$ cat config.mk
export PLATFORM = sky130hd
export DESIGN_NAME = product_accumulator_flat
export DESIGN_NICKNAME = d
export VERILOG_FILES = /design/src/rtl/product_accumulator_if.sv /design/src/rtl/product_accumulator.sv /design/src/flat_wrapper.sv
export SDC_FILE = /design/constraint.sdc
export NUM_CORES = 1
export LEC_CHECK = 0
export CAP_MARGIN = 20
export CORE_MARGIN = 2
export CORE_UTILIZATION = 30
export CTS_CLUSTER_DIAMETER = 50
export DETAILED_ROUTE_END_ITERATION = 8
export REMOVE_ABC_BUFFERS = 1
export SLEW_MARGIN = 5
export SYNTH_ARGS = -nofsm -noshare
export SYNTH_HDL_FRONTEND = slang
export SYNTH_SLANG_ARGS = --single-unit
$ cat constraint.sdc
create_clock -name clk -period 5.5 [get_ports clk]
set_input_delay 0.55 -clock clk [delete_from_list [all_inputs] [get_ports clk]]
set_output_delay 0.55 -clock clk [all_outputs]
set_load 0.02 [all_outputs]
$ cat src/rtl/product_accumulator_if.sv
// Valid/ready bus between the multiplier stage, the product accumulator and its consumer.
// Latency: none; this file only groups the wires.
// Backpressure: in_ready/out_ready carry the stall in each direction.
interface product_accumulator_if #(
   parameter int P_W   = 16,
   parameter int OUT_W = 16,
   parameter int TAP_W = 3
);
   logic                    in_valid;
   logic signed [P_W-1:0]   in_data;
   logic                    in_ready;
   logic                    out_valid;
   logic signed [OUT_W-1:0] out_data;
   logic                    out_ovf;
   logic                    out_ready;
   logic [TAP_W-1:0]        tap_idx;

   // Producer/consumer side (drives beats, takes results)
   modport master (
      output in_valid, in_data, out_ready,
      input  in_ready, out_valid, out_data, out_ovf, tap_idx
   );

   // Accumulator side
   modport slave (
      input  in_valid, in_data, out_ready,
      output in_ready, out_valid, out_data, out_ovf, tap_idx
   );
endinterface

$ cat src/rtl/product_accumulator.sv
// Accumulates N_TAPS signed products per frame into one saturated, rounded, scaled sample.
// Latency: result valid 1 cycle after the last beat of a frame; one bubble cycle per frame.
// Backpressure: in_ready drops while a result is held; the result is held until out_ready.
module product_accumulator #(
   parameter int P_W       = 16,
   parameter int N_TAPS    = 8,
   parameter int ACC_W     = 19,
   parameter int OUT_W     = 16,
   parameter int OUT_SHIFT = 3
) (
   input  logic                 clk,
   input  logic                 rst_n,
   input  logic                 clear,
   product_accumulator_if.slave bus
);

   localparam int TAP_W = (N_TAPS > 1) ? $clog2(N_TAPS) : 1;
   localparam int L_HSH = (OUT_SHIFT > 0) ? OUT_SHIFT - 1 : 0;

   // Rounding constant 2^(OUT_SHIFT-1); zero when no scaling is applied
   localparam logic signed [ACC_W:0] L_HALF =
      (OUT_SHIFT == 0) ? '0 : ({{ACC_W{1'b0}}, 1'b1} << L_HSH);
   // Output clamp limits expressed at the ACC_W+1 working width
   localparam logic signed [ACC_W:0] L_OMAX =
      $signed({{(ACC_W - OUT_W + 2){1'b0}}, {(OUT_W - 1){1'b1}}});
   localparam logic signed [ACC_W:0] L_OMIN =
      $signed({{(ACC_W - OUT_W + 2){1'b1}}, {(OUT_W - 1){1'b0}}});

   typedef enum logic {
      ACCUM = 1'b0,
      HOLD  = 1'b1
   } state_t;

   state_t                  r_state;
   state_t                  w_state_nxt;
   logic signed [ACC_W-1:0] r_acc;
   logic [TAP_W-1:0]        r_tap;
   logic                    r_ovf;
   logic signed [OUT_W-1:0] r_out_data;
   logic                    r_out_ovf;

   logic                    w_beat;
   logic                    w_first;
   logic                    w_last;
   logic signed [ACC_W:0]   w_in_ext;
   logic signed [ACC_W:0]   w_acc_ext;
   logic signed [ACC_W:0]   w_sum;
   logic                    w_aclamp;
   logic signed [ACC_W-1:0] w_acc_sat;
   logic signed [ACC_W:0]   w_sat_ext;
   logic signed [ACC_W:0]   w_rnd;
   logic signed [ACC_W:0]   w_shf;
   logic                    w_ohi;
   logic                    w_olo;
   logic signed [OUT_W-1:0] w_out;
   logic                    w_frame_ovf;

   assign w_beat  = (r_state == ACCUM) && bus.in_valid;
   assign w_first = (r_tap == '0);
   assign w_last  = (r_tap == TAP_W'(N_TAPS - 1));

   // Sum is formed one bit wider than the accumulator so a clamp can be detected
   assign w_in_ext  = {{(ACC_W + 1 - P_W){bus.in_data[P_W-1]}}, bus.in_data};
   assign w_acc_ext = {r_acc[ACC_W-1], r_acc};

   // First beat of a frame loads instead of adding, so no clear cycle is needed
   always_comb begin
      w_sum     = w_first ? w_in_ext : (w_acc_ext + w_in_ext);
      w_aclamp  = w_sum[ACC_W] ^ w_sum[ACC_W-1];
      w_acc_sat = w_sum[ACC_W-1:0];
      if (w_aclamp) begin
         w_acc_sat = w_sum[ACC_W] ? {1'b1, {(ACC_W - 1){1'b0}}}
                                  : {1'b0, {(ACC_W - 1){1'b1}}};
      end
   end

   // Round half up, arithmetic shift, then clamp into the output width
   always_comb begin
      w_sat_ext = {w_acc_sat[ACC_W-1], w_acc_sat};
      w_rnd     = w_sat_ext + L_HALF;
      w_shf     = w_rnd >>> OUT_SHIFT;
      w_ohi     = (w_shf > L_OMAX);
      w_olo     = (w_shf < L_OMIN);
      w_out     = w_shf[OUT_W-1:0];
      if (w_ohi) begin
         w_out = L_OMAX[OUT_W-1:0];
      end else if (w_olo) begin
         w_out = L_OMIN[OUT_W-1:0];
      end
   end

   // Overflow is sticky within a frame and restarts with the first beat
   assign w_frame_ovf = (w_first ? 1'b0 : r_ovf) | w_aclamp;

   // Frame state register
   always_ff @(posedge clk or negedge rst_n) begin
      if (!rst_n) begin
         r_state <= ACCUM;
      end else begin
         r_state <= w_state_nxt;
      end
   end

   // Next state: HOLD after the last beat, back to ACCUM once the result is taken
   always_comb begin
      w_state_nxt = r_state;
      case (r_state)
         ACCUM:   if (w_beat && w_last) w_state_nxt = HOLD;
         HOLD:    if (bus.out_ready)    w_state_nxt = ACCUM;
         default: w_state_nxt = ACCUM;
      endcase
      if (clear) begin
         w_state_nxt = ACCUM;
      end
   end

   // Accumulator, tap counter and result registers; clear wins over a beat
   always_ff @(posedge clk or negedge rst_n) begin
      if (!rst_n) begin
         r_acc      <= '0;
         r_tap      <= '0;
         r_ovf      <= 1'b0;
         r_out_data <= '0;
         r_out_ovf  <= 1'b0;
      end else if (clear) begin
         r_acc     <= '0;
         r_tap     <= '0;
         r_ovf     <= 1'b0;
         r_out_ovf <= 1'b0;
      end else if (w_beat) begin
         r_acc <= w_acc_sat;
         r_ovf <= w_frame_ovf;
         if (w_last) begin
            r_tap      <= '0;
            r_out_data <= w_out;
            r_out_ovf  <= w_frame_ovf | w_ohi | w_olo;
         end else begin
            r_tap <= r_tap + TAP_W'(1);
         end
      end
   end

   assign bus.in_ready  = (r_state == ACCUM);
   assign bus.out_valid = (r_state == HOLD);
   assign bus.out_data  = r_out_data;
   assign bus.out_ovf   = r_out_ovf;
   assign bus.tap_idx   = r_tap;

endmodule
$ cat src/flat_wrapper.sv
// flat-port wrapper written by rule: the top's interface ports become plain ports
module product_accumulator_flat 
#(
   parameter int P_W       = 16,
   parameter int N_TAPS    = 8,
   parameter int ACC_W     = 19,
   parameter int OUT_W     = 16,
   parameter int OUT_SHIFT = 3
)
  (clk, rst_n, clear, bus_in_valid, bus_in_data, bus_out_ready, bus_in_ready, bus_out_valid, bus_out_data, bus_out_ovf, bus_tap_idx);
  product_accumulator_if #(.P_W(P_W), .OUT_W(OUT_W)) bus_i ();
  input  logic clk;
  input  logic rst_n;
  input  logic clear;
  input wire logic [$bits(bus_i.in_valid)-1:0] bus_in_valid;
  input wire logic [$bits(bus_i.in_data)-1:0] bus_in_data;
  input wire logic [$bits(bus_i.out_ready)-1:0] bus_out_ready;
  output wire logic [$bits(bus_i.in_ready)-1:0] bus_in_ready;
  output wire logic [$bits(bus_i.out_valid)-1:0] bus_out_valid;
  output wire logic [$bits(bus_i.out_data)-1:0] bus_out_data;
  output wire logic [$bits(bus_i.out_ovf)-1:0] bus_out_ovf;
  output wire logic [$bits(bus_i.tap_idx)-1:0] bus_tap_idx;
  assign bus_i.in_valid = bus_in_valid;
  assign bus_i.in_data = bus_in_data;
  assign bus_i.out_ready = bus_out_ready;
  assign bus_in_ready = bus_i.in_ready;
  assign bus_out_valid = bus_i.out_valid;
  assign bus_out_data = bus_i.out_data;
  assign bus_out_ovf = bus_i.out_ovf;
  assign bus_tap_idx = bus_i.tap_idx;
  product_accumulator #(.P_W(P_W), .N_TAPS(N_TAPS), .ACC_W(ACC_W), .OUT_W(OUT_W), .OUT_SHIFT(OUT_SHIFT)) u_core (.clk(clk), .rst_n(rst_n), .clear(clear), .bus(bus_i));
endmodule
==> impl_metrics.yaml <==
hold_path:
  hold_class: "input port to async pin"
timing:
  maxSlewHeadroom_pct: 27.5
  fin_hold_ws_ps: 246
  hold_viol: 0
  worst_slew_pin_slew_ps: 1080
  fmax_mhz: 195
  tns_ps: 0
  finalCritPeriodShare_pct: 93.1
  setup_violations: 0
  drv_slew: 0
  finalCriticalPeriod_ps: 5120
  finalClockSkew_ps: 10.7
  rsz0062_at_grt: "no"
critical_path:
  cp.arrival_ps: 5320
  crit_type: "input port to flip-flop"
  r2r_start: "u_core.r_acc[0]$_DFFE_PN0P_"
  start_kind: "input port"
  startpoint: "bus_in_data[0]"
  crit_fanout: 5
  cp-end-kind: "flip-flop"
  cp.required_ps: 5710
cts:
  h-tree-depth: 2
  cts_buffers: 5
  clk_pin_slew_ps: 60
  cts_sinks: 41
  cts_tree: "built"
  clk_latency_ps: 290
  cts_buffer_depth: 2
  root_buffer: "clkbuf_16"
logic_synthesis:
  synthesis.area_um2: 3650
  yosysMostFrequentCell: "nand2_1"
  synth-simple-area-share_pct: 24.4
  synth_top_area_share_pct: 28.1
  yosysTopAreaCell: "dfrtp_1"
  synth-seq-cells: 41
  netlist_top_cells_area: "dfrtp_1 28%, ha_1 8.6%, nand2_1 6.8%"
  synth_top_family_by_area: "compound AO/OA/AOI/OAI gates"
  synthCells: 442
  yosysUniqueCellTypes: 74
  synthTopCellsByCount: "66 x nand2_1, 41 x dfrtp_1, 37 x a21oi_1, 32 x nor2_1, 25 x ha_1"
  synthMuxAreaShare_pct: 0.856
  synth-xor-area-share_pct: 2.64
  postSynthAreaPerCell_um2: 8.27
  yosysWarnings: 0
  synth-compound-area-share_pct: 30.7
  synth_seq_area_share_pct: 28.1
  synth_top_flop_cell: "dfrtp_1"
  synth_edf_count: 0
  synth_adder_area_share_pct: 9.11
  async_flop_share_pct: 100
floorplanning:
  num_rows: 40
  fp.dieH_um: 114
  die_x_um: 114
  ioPinCount: 43
  core_area_um2: 12000
  initial_core_util_pct: 30.6
  die-area_um2: 13100
final_layout:
  fillers: 1229
  diodes: 0
  syn_to_final_growth_pct: 24.8
  drive_above_1_share_pct: 13.5
  fin_nets: 542
  stdcell_area_um2: 4560
global_routing:
  grt_pass1_vias: 3479
  gr-total-overflow: 0
  grt_first_pass_wirelength_mm: 17.3
  grt_usage_pct: 16.7
  antenna_found_initial: 0
  grt_max_degree: 42
detailed_routing:
  viasPerCell: 5.63
  via_count: 3613
  drt-total-wl_mm: 10.9
  drc_errors: 0
  postRouteAntennaNets: 0
  firstDrtPassIters: 4
  wl_per_cell_um: 17.0
  drt_iter0_drc: 228
power_and_ir_drop:
  p_leak_uw: 0.00192
  power.density_nw_per_um2: 292
  ir_drop_mv: 0.117
run:
  max_cap_violations: 0
outcome:
  status: "finished clean"
placed_design:
  dpl_cell_area_um2: 4330
  portBuffers: 42
  dp_hpwl_mm: 8.25
  place.gp.congestion: 0.877
[report_power, final]
group	internal (µW)	total, µW	leakage [µW]	switching, µW
sequential	326	345	0.000556	18.5
clock	178	293	0.0000700	115
combinational	279	694	0.00129	416
total	783	1330	0.00192	549
[routing by layer]
layer / track usage [%] / wire [µm] / vias up
li1: - / - / 1763
met4: 5.69 / 191 / 0
met2: 28.1 / 5200 / 90
met1: 21.8 / 5010 / 1748
met5: 0 / 0 / -
met3: 2.81 / 532 / 12
[cell usage in the layout (no fill, tap or decap), types with 3 or more instances in the layout]
cell type,instances
a211o_1,6
a211oi_1,14
a211oi_2,3
a21o_1,11
a21oi_1,36
a22o_1,6
a31oi_1,8
and2_1,8
and3_1,4
and4_1,3
buf_4,30
clkbuf_16,5
clkdlybuf4s50_1,41
dfrtp_1,41
ha_1,25
inv_1,7
nand2_1,66
nand2b_1,7
nand3_1,12
nand4_1,9
nor2_1,32
nor3_1,7
o211ai_1,10
o21a_1,7
o21ai_0,15
o31ai_1,3
or2_2,3
or3_1,4
xnor2_1,3
xor2_1,8
[cell type report]
| cell class | instances | area, µm² | area share [%] |
|---|---|---|---|
| clock buffer | 7 | 143 | 3.13 |
| inverter | 7 | 26.3 | 0.576 |
| sequential | 41 | 1030 | 22.5 |
| tap | 147 | 184 | 4.03 |
| multi-input combinational | 367 | 2510 | 55.1 |
| timing repair buffer | 73 | 668 | 14.7 |
[sequential cells by signal, summed over array words and instances (netlist names)]
register              cells
u_core.r_ovf              1
u_core.bus.out_ovf        1
u_core.bus.out_data      16
u_core.bus.out_valid      1
u_core.r_acc             19
u_core.bus.tap_idx        3
[worst max-delay path: stages]
cell,delay [ps]
clkdlybuf4s50_1,420
ha_1,240
fa_1,420
nand3_1,110
a21oi_1,120
o21a_1,230
o31ai_2,220
nand2b_1,90
a21oi_1,180
xnor2_1,100
a21oi_2,170
inv_1,60
ha_1,360
o21a_1,150
a41oi_2,180
a31oi_1,100
nor2_1,140
ha_1,180
nand3_1,90
or3_4,430
or2_0,240
a211o_1,370
a31oi_2,180
[cell families (layout without fill, tap and decap cells)]
| kind of cell | count (synthesis) | after routing |
|---|---|---|
| AND/OR/NAND/NOR | 175 | 175 |
| AO/OA/AOI/OAI | 152 | 152 |
| flip-flops | 41 | 41 |
| buffers and inverters | 34 | 87 |
| adder cells (fa/ha/maj) | 26 | 26 |
| XOR/XNOR | 11 | 11 |
| multiplexers | 3 | 3 |
[final timing paths]
| kind | endpoint | slack (ps) | cells after the start |
|---|---|---|---|
| max reg2reg | u_core.bus.out_data[9]$_DFFE_PN0P_ | 700 | 22 |
| max in group asynchronous | u_core.bus.out_data[11]$_DFFE_PN0P_ | 4740 | 2 |
| min reg2reg | u_core.r_acc[10]$_DFFE_PN0P_ | 480 | 2 |
| max | u_core.bus.out_data[9]$_DFFE_PN0P_ | 380 | 23 |
| min | u_core.r_acc[10]$_DFFE_PN0P_ | 250 | 1 |
| min in group clk | u_core.r_acc[10]$_DFFE_PN0P_ | 480 | 2 |
[repair_timing]
item,4_1_cts,5_1_grt
resized for setup,0,6
buffers inserted,0,4
setup endpoints to repair,0,16
hold buffers,0,0
[metrics by stage]
stage	setup WS (ps)	power, µW	util (%)	instances
2_1_floorplan	367	798	-	415
3_3_place_gp	49.0	1010	36.2	630
3_5_place_dp	-74.9	1020	36.2	630
4_1_cts	200	1320	37.4	637
5_1_grt	18.8	1420	38.1	642
6_report	382	1330	38.1	642
Power figures use the tool's default switching activity.
